`src/rtl/data_frames_pkg.sv`:
```
// Frame definitions shared by the link payload receiver and its consumers.
package data_frames_pkg;

    localparam logic [7:0] PULSE_ID_TYPE = 8'h01;

    typedef struct packed {
        logic [7:0]  payload_type;
        logic [63:0] data;
    } payload_t;

endpackage

```
`src/rtl/payload_sync_fifo.sv`:
```
// Single-clock show-ahead FIFO for decoded frames; a push into a full buffer
// is accepted only when a pop frees a slot in the same cycle.
module payload_sync_fifo
    import data_frames_pkg::*;
#(
    parameter int  DEPTH = 16,
    parameter type T     = payload_t
) (
    input  logic clk,
    input  logic reset,
    input  logic push_i,
    input  T     data_i,
    input  logic pop_i,
    output T     data_o,
    output logic full_o,
    output logic empty_o
);

    localparam int AW = $clog2(DEPTH);

    T                mem_q [DEPTH];
    logic [AW-1:0]   wr_q, rd_q;
    logic [AW:0]     cnt_q;
    logic            push_ok, pop_ok;

    assign empty_o = (cnt_q == '0);
    assign full_o  = (cnt_q == (AW+1)'(DEPTH));
    assign pop_ok  = pop_i && !empty_o;
    assign push_ok = push_i && (!full_o || pop_ok);

    // Head is forced to zero when empty so stale storage never leaks out.
    assign data_o  = empty_o ? '0 : mem_q[rd_q];

    always_ff @(posedge clk) begin
        if (reset) begin
            wr_q  <= '0;
            rd_q  <= '0;
            cnt_q <= '0;
        end else begin
            if (push_ok) wr_q <= wr_q + AW'(1);
            if (pop_ok)  rd_q <= rd_q + AW'(1);
            if (push_ok && !pop_ok)      cnt_q <= cnt_q + (AW+1)'(1);
            else if (pop_ok && !push_ok) cnt_q <= cnt_q - (AW+1)'(1);
        end
    end

    always_ff @(posedge clk) begin
        if (push_ok) mem_q[wr_q] <= data_i;
    end

endmodule

```
`src/rtl/pulse_id_receiver.sv`:
```
// Pulse-ID receiver: latches IDs, checks continuity, watches for silence and
// buffers settings frames. Optional statistics counters: PULSE_ID_RX_STATS_EN.
module pulse_id_receiver
    import data_frames_pkg::*;
#(
    parameter int FIFO_DEPTH     = 16,
    parameter int TIMEOUT_CYCLES = 1_600_000,
    parameter int BURST_WINDOW   = 4096
) (
    input  logic        clk,
    input  logic        reset,
    input  logic        link_locked_i,
    input  payload_t    payload_i,
    input  logic        payload_valid_i,
    output logic [63:0] pulse_id_o,
    output logic        pulse_id_strobe_o,
    output logic        pulse_id_valid_o,
    output logic        seq_error_o,
    output logic        lost_o,
    output payload_t    settings_o,
    output logic        settings_valid_o,
    input  logic        settings_ready_i,
    output logic        overflow_o,
    output logic [31:0] seq_err_count_o,
    output logic [31:0] stray_count_o
);

    typedef enum logic [2:0] {UNLOCKED, WAIT_ID, BURST, SYNCED, LOST} state_t;

    localparam int WD_W  = $clog2(TIMEOUT_CYCLES + 1);
    localparam int WIN_W = $clog2(BURST_WINDOW + 1);

    state_t             state_q, state_d;
    logic [WD_W-1:0]    wd_q, wd_d;
    logic [WIN_W-1:0]   win_q, win_d;
    logic [63:0]        id_q, id_d;
    logic               strobe_q, strobe_d;
    logic               err_q, err_d;
    logic               ovf_q, ovf_d;
    logic               push, stray, active, id_frame, set_frame;
    logic               fifo_full, fifo_empty;

    assign id_frame  = payload_valid_i && link_locked_i && (payload_i.payload_type == PULSE_ID_TYPE);
    assign set_frame = payload_valid_i && link_locked_i && (payload_i.payload_type != PULSE_ID_TYPE);
    assign active    = (state_q == BURST) || (state_q == SYNCED);

    always_comb begin
        state_d  = state_q;
        wd_d     = wd_q;
        win_d    = win_q;
        id_d     = id_q;
        strobe_d = 1'b0;
        err_d    = 1'b0;
        push     = 1'b0;
        stray    = 1'b0;

        if (active && wd_q != WD_W'(TIMEOUT_CYCLES)) wd_d = wd_q + WD_W'(1);
        if (id_frame) wd_d = '0;

        // Any ID frame once locked resynchronises; only SYNCED/BURST compare.
        if (id_frame && state_q != UNLOCKED) begin
            id_d     = payload_i.data;
            strobe_d = 1'b1;
            err_d    = active && (payload_i.data != id_q + 64'd1);
            state_d  = BURST;
            win_d    = WIN_W'(1);
        end else begin
            case (state_q)
                UNLOCKED: begin
                    stray = set_frame;
                    if (link_locked_i) state_d = WAIT_ID;
                end
                BURST: begin
                    push = set_frame;
                    if (win_q >= WIN_W'(BURST_WINDOW)) state_d = SYNCED;
                    else                                win_d   = win_q + WIN_W'(1);
                    if (wd_q == WD_W'(TIMEOUT_CYCLES)) state_d = LOST;
                end
                SYNCED: begin
                    stray = set_frame;
                    if (wd_q == WD_W'(TIMEOUT_CYCLES)) state_d = LOST;
                end
                default: stray = set_frame;
            endcase
        end

        if (!link_locked_i) state_d = UNLOCKED;
    end

    assign ovf_d = ovf_q || (push && fifo_full && !(settings_ready_i && !fifo_empty));

    always_ff @(posedge clk) begin
        if (reset) begin
            state_q  <= UNLOCKED;
            wd_q     <= '0;
            win_q    <= '0;
            id_q     <= '0;
            strobe_q <= 1'b0;
            err_q    <= 1'b0;
            ovf_q    <= 1'b0;
        end else begin
            state_q  <= state_d;
            wd_q     <= wd_d;
            win_q    <= win_d;
            id_q     <= id_d;
            strobe_q <= strobe_d;
            err_q    <= err_d;
            ovf_q    <= ovf_d;
        end
    end

    payload_sync_fifo #(.DEPTH(FIFO_DEPTH), .T(payload_t)) u_fifo (
        .clk     (clk),
        .reset   (reset),
        .push_i  (push),
        .data_i  (payload_i),
        .pop_i   (settings_ready_i),
        .data_o  (settings_o),
        .full_o  (fifo_full),
        .empty_o (fifo_empty)
    );

`ifdef PULSE_ID_RX_STATS_EN
    logic [31:0] seq_cnt_q, stray_cnt_q;

    always_ff @(posedge clk) begin
        if (reset) begin
            seq_cnt_q   <= '0;
            stray_cnt_q <= '0;
        end else begin
            if (err_d && seq_cnt_q != '1)   seq_cnt_q   <= seq_cnt_q + 32'd1;
            if (stray && stray_cnt_q != '1) stray_cnt_q <= stray_cnt_q + 32'd1;
        end
    end

    assign seq_err_count_o = seq_cnt_q;
    assign stray_count_o   = stray_cnt_q;
`else
    assign seq_err_count_o = '0;
    assign stray_count_o   = '0;
`endif

    assign pulse_id_o        = id_q;
    assign pulse_id_strobe_o = strobe_q;
    assign seq_error_o       = err_q;
    assign pulse_id_valid_o  = active;
    assign lost_o            = (state_q == LOST);
    assign settings_valid_o  = !fifo_empty;
    assign overflow_o        = ovf_q;

endmodule

```
`config.mk`:
```
export PLATFORM = sky130hd
export DESIGN_NAME = pulse_id_receiver
export DESIGN_NICKNAME = d
export VERILOG_FILES = /design/src/rtl/data_frames_pkg.sv /design/src/rtl/payload_sync_fifo.sv /design/src/rtl/pulse_id_receiver.sv
export SDC_FILE = /design/constraint.sdc
export NUM_CORES = 1
export LEC_CHECK = 0
export ABC_AREA = 1
export CAP_MARGIN = 25
export CORE_AREA = 2 2 463 465
export DETAILED_ROUTE_END_ITERATION = 16
export DIE_AREA = 0 0 465 467
export PLACE_DENSITY_LB_ADDON = 0.15
export SLEW_MARGIN = 20
export SYNTH_ARGS = -nofsm -noshare
export SYNTH_HDL_FRONTEND = slang
export SYNTH_SLANG_ARGS = --single-unit
```
`constraint.sdc`:
```
create_clock -name clk -period 8.1 [get_ports clk]
set_input_delay 2.025 -clock clk [delete_from_list [all_inputs] [get_ports clk]]
set_output_delay 2.025 -clock clk [all_outputs]
set_load 0.01 [all_outputs]
```
After elaboration in Yosys (flattened, before gate mapping)
Memories as Yosys holds them, arrays and structs flattened. A register that Yosys moved wholly into a read port is not among the register bits. Cells that the tools add are included.

Output and inout bits: 206. Word-level logic and storage cells: 91. Bits in registers: 117. Memories kept: 1. Bits in writable memories: 1152.

Memories: u_fifo.mem_q (words 16, bits a word 72, read ports 1, clocked after Yosys merged registers in 1, write ports 1, RTL line payload_sync_fifo.sv:21) `T mem_q [DEPTH];`.

Order comparisons: 1. Reductions and logical operators: 35. Mux-type cells: 18. Bitwise gates (word level): 3. Equal/unequal tests: 14. Add/sub/neg operators: 7.

Operator list (number): 72-bit 2-to-1 mux (1); 64-bit by 1-bit adder with 64-bit output, second input constant (1); 64-bit inequality test (1); 21-bit by 1-bit adder with 21-bit output, second input constant (1); 21-bit == test, second input constant (1); 21-bit inequality test, second input constant (1); 13-bit by 1-bit adder with 13-bit output, second input constant (1); 13-bit >= comparator, second input constant (1); 1-bit logical AND (12); 5-bit 2-to-1 mux (2); 3-bit 2-to-1 mux (3); 3-bit one-hot mux with 3 select lines (1); 4-bit by 1-bit adder with 4-bit output, second input constant (2); 8-bit by 1-bit == test with 1-bit output, second input constant (1); 1-bit 2-to-1 mux (8); 4-bit 2-to-1 mux (2); 8-bit by 1-bit inequality test with 1-bit output, second input constant (1); 2-bit OR reduction (4); 3-bit by 2-bit == test with 1-bit output, second input constant (2); 3-bit by 1-bit inequality test with 1-bit output, second input constant (2); 3-bit AND reduction (2); 3-bit nonzero test (2); 5-bit by 1-bit adder with 5-bit output, second input constant (1); 5-bit == test, second input constant (1); 15 further kinds (24).

Depth between registers and ports, before layout
Depth in word-level cells: 9. Depth in mapped cells: 17. Gate-level depth less buffers: 17.

Cells and area by module
A second synthesis with hierarchy kept.

Cells, all modules: 5783. Area, all modules: 57036.0 µm².

By module, submodules not included: payload_sync_fifo (cells each 4623, area an instance 49518.7 µm², times used 1); pulse_id_receiver (cells each 1160, area an instance 7517.2 µm², times used 1).

Least setup slack after synthesis
Ideal clock, no wire load.

Kind: input to register. Start point: in payload_i[64] in the netlist's numbering. End point: mem u_fifo.mem_q[11][0] in the netlist's numbering, enable pin. Library setup time: 503 ps. Arrival time: 5769 ps. Data required time: 7597 ps. Slack: 1828 ps. Stages: 7. Cell sequence: inv_1 -> nor4_1 -> nand2_1 -> nand4_1 -> nor2_1 -> nand3_1 -> nor2_1.

Word-level cells in the longest chain between the ends: 7. Elaborated cells on any way between the ends: 10. Classes of those cells: eq/ne: 2; mux: 4; reduce/logical: 4.

Ends and longest elaborated chain: from (decl) (RTL line pulse_id_receiver.sv:13) `input payload_t payload_i,`; 8-bit by 1-bit inequality test with 1-bit output or 8-bit by 1-bit == test with 1-bit output (tied branches) (RTL line pulse_id_receiver.sv:44, pulse_id_receiver.sv:43); 1-bit logical AND (on tied branches) (RTL line pulse_id_receiver.sv:44, pulse_id_receiver.sv:43); 1-bit 2-to-1 mux or 1-bit logical AND (tied branches) (RTL line pulse_id_receiver.sv:68, pulse_id_receiver.sv:61); 1-bit 2-to-1 mux * (RTL line pulse_id_receiver.sv:61) `if (id_frame && state_q != UNLOCKED) begin`; 1-bit logical AND * (RTL line payload_sync_fifo.sv:29) `assign push_ok = push_i && (!full_o || pop_ok);`; net u_fifo.push_ok (RTL line payload_sync_fifo.sv:24) `logic push_ok, pop_ok;`; 1-bit 2-to-1 mux * (RTL line payload_sync_fifo.sv:48) `if (push_ok) mem_q[wr_q] <= data_i;`; 1-bit 2-to-1 mux (not written as such) * (RTL line payload_sync_fifo.sv:48); to (decl) (RTL line payload_sync_fifo.sv:21).

Mark *: on every way through the listed nets, which the timed path passes. The rest lies on a longest branch.

==> summary.md <==
| Metric | Value |
|---|---|
| Final std cell area, no fill | 63300 sq um |
| Final hold violation count | 0 |
| VDD IR max | 0.000242 V |
| CTS Hold Buffers Added | 0 |
| Initial antenna violation count | 10 |
| Seq/Total Area, Yosys | 0.701 |
| Layout cells sized above 1 | 0.0782 |
| Vias in the first global route | 35800 |
| FF+latch count, synth | 1273 |
| Post-layout min period | 6.49 ns |
| Worst min path class | reg -> reg |
| Synth Instances | 4420 |
| Drc violations | 0 |
| Antenna Nets Post-Route | 0 |
| Slowest CP cell | dfxtp_4 |
| Period utilisation layout | 0.801 |
| Top-area cell type share of the netlist area | 0.655 |
| Place WS | 1.77 ns |
| Max_slew headroom | 0.293 |
| Drt via density | 4.81 |
| Setup slack, reg-to-reg | 4.49 ns |
| Async S/R FF share, synth | 0 |
| IO Pins | 283 |
| Commonest non-fill, non-tap cell in the layout | edfxtp_1 |
| Max cap viols | 0 |
| Longest Clk Path Bufs | 3 |
| Via count | 36500 |
| DR pass1 iterations | 6 |
| Clock root buffer | clkbuf_16 |
| Power, Total | 18100 uW |
| Crit path largest cell delay | 0.76 ns |
| CP endpoint kind | output port |
| Area Overhead vs Synth | 19.9% |
| Setup slack after layout | 1.61 ns |
| WHS Path Cells | 1 |
| RD Place Congestion | 0.850 |
| Clk_lat worst skew | 0.80 ns |
| # rows | 169 |
| Fillers | 21600 |
| Leakage | 0.0200 uW |
| Area contributors post-synth | edfxtp_1, o21ai_0, nor2_1, dfxtp_1, o221ai_1 |
| Routed WL | 187000 microns |
| Routed WL per cell | 24.7 microns |
| CP Cell Sequence | clkinv_8, buf_12, o21ai_0, o22ai_1, o211ai_1, a21oi_1, clkdlybuf4s50_1 |
| Worst r2r dst | u_fifo.mem_q[14][31] |
| Die width | 465 microns |
| Critical path class | reg -> out |
| RSZ-0062 raised after global routing | false |
| Reg clk slew, reported paths | 0.06 ns |
| Worst-margin pin slew | 1.06 ns |
| Setup Buffers After CTS | 0 |
| Core area | 212000 sq um |
| R2R depth | 8 |
| Max FO, Critical Path | 160 |
| Full die area | 217000 sq um |
| Status | finished clean |
| CP arrival | 4.47 ns |
| Req. time, crit path | 6.08 ns |
| # clock sinks | 1273 |
| Fin. max-slew vios | 0 |
| Placed Area | 58600 sq um |
| Setup violators final | 0 |
| HP Start | win_q[11] |
| EDFF count, synth | 1152 |
| Fin Hold WS | 0.450 ns |
| Mapped cell area | 52800 sq um |
| Peak Freq | 154 MHz |
| Die Ht | 467 microns |
| Htree depth | 4 |
| Most common flop cell mapped by yosys | edfxtp_1 |
| Netlist cell types | 44 |
| Syn Area/Cell | 11.9 sq um |
| Buffers added on ports | 218 |
| CP startpoint kind | register |
| Power per Cell Area | 286 nW/um^2 |
| Cell taking the most area after synthesis | edfxtp_1 |
| Commonest non-fill, non-tap cells in the layout | edfxtp_1, nor2_1, o21ai_0 |
| Largest net degree at the start of global routing | 184 |
| First-pass GRT wire length | 266000 microns |
| CTS Buf Count | 148 |
| Delay-heaviest family, CP | buffers and inverters |
| Overall routing resource usage | 0.168 |
| CTS tree | built |
| Reg-to-Reg Start | state_q[2] |
| Final TNS setup | 0 ns |
| CP bufs+invs | 3 |
| Total grt overflow | 0 |
| DRT iter0 DRCs | 3194 |
| Initial Util | 0.249 |
| Final #Nets | 4739 |
| Final HPWL DP | 112000 microns |
| Clock skew | 0.0228 ns |
| Post-cts sizing count | 0 |
| Hold endpoint | win_q[11] |
| Yosys warns | 0 |
## cells in the mapped netlist (all sizes together) (4+ instances only)
cell and n:
edfxtp 1152, nor2 787, o21ai 611, nand2 390, clkbuf 218, o221ai 198, inv 170, nand3 135
dfxtp 121, a21oi 113, buf 108, o22ai 106, o211ai 90, xor2 48, a22o 43, nand4 37
nor3 21, xnor2 17, ha 14, nor4 11, o21bai 6, o21a 5, nand3b 4
## layer usage
metal  GRT usage  wire length [microns]
met5           0                     13
met4      0.0384                   3510
met3      0.0263                   8680
met2       0.257                  82300
met1       0.248                  92800
## registers in the layout, indices dropped and copies added (netlist names), 3 cells and up, named ones only
signal	cells
u_fifo.wr_q	4
wd_q	21
win_q	13
pulse_id_o	64
u_fifo.mem_q	1152
u_fifo.rd_q	4
state_q	3
u_fifo.cnt_q	5
## final cells by class
| type | count | area (sq um) | area share |
|---|---|---|---|
| Tap cell | 2821 | 3530 | 0.0558 |
| Multi-Input combinational cell | 2711 | 14000 | 0.221 |
| Timing Repair Buffer | 340 | 3410 | 0.0538 |
| Clock inverter | 86 | 722 | 0.0114 |
| Clock buffer | 185 | 3910 | 0.0618 |
| Sequential cell | 1273 | 37000 | 0.585 |
| Antenna cell | 8 | 20.0 | 0.000316 |
| Inverter | 173 | 674 | 0.0107 |
## report_power, final
group          switching, uW  total, uW  internal, uW  leakage (uW)
clock                   2820       6490          3670       0.00226
combinational           2970       4360          1390       0.00639
sequential              75.0       7260          7180        0.0113
total                   5860      18100         12200        0.0200
## kinds of logic (layout without fill, tap and decap cells)
group	after synthesis	count (layout)	share of synthesized area
other cells	1	72	0.0000710
fa+ha+maj	15	15	0.00370
xor+xnor	65	65	0.0108
simple gates	1389	1389	0.107
buf+inv	499	784	0.0407
flops	1273	1273	0.701
compound gates	1178	1178	0.136
## worst max-delay path by stage
stage	from	to	slack, ns	cells after the start
finish	register	settings_o[48]	1.61	7
global route	register	settings_o[48]	1.35	7
CTS	register	settings_o[14]	1.46	7
detailed placement	payload_i[70]	u_fifo.mem_q[9][43]	1.77	8
global placement	payload_i[70]	u_fifo.mem_q[9][43]	1.78	8
floorplan	payload_i[64]	u_fifo.mem_q[11][0]	1.83	7
## through the flow
step | instances | util
floorplan | 4483 | -
global placement | 7310 | 0.276
detailed placement | 7314 | 0.277
CTS | 7585 | 0.299
global route | 7589 | 0.299
finish | 7597 | 0.299
No activity file was read; power rests on OpenSTA's default activity.
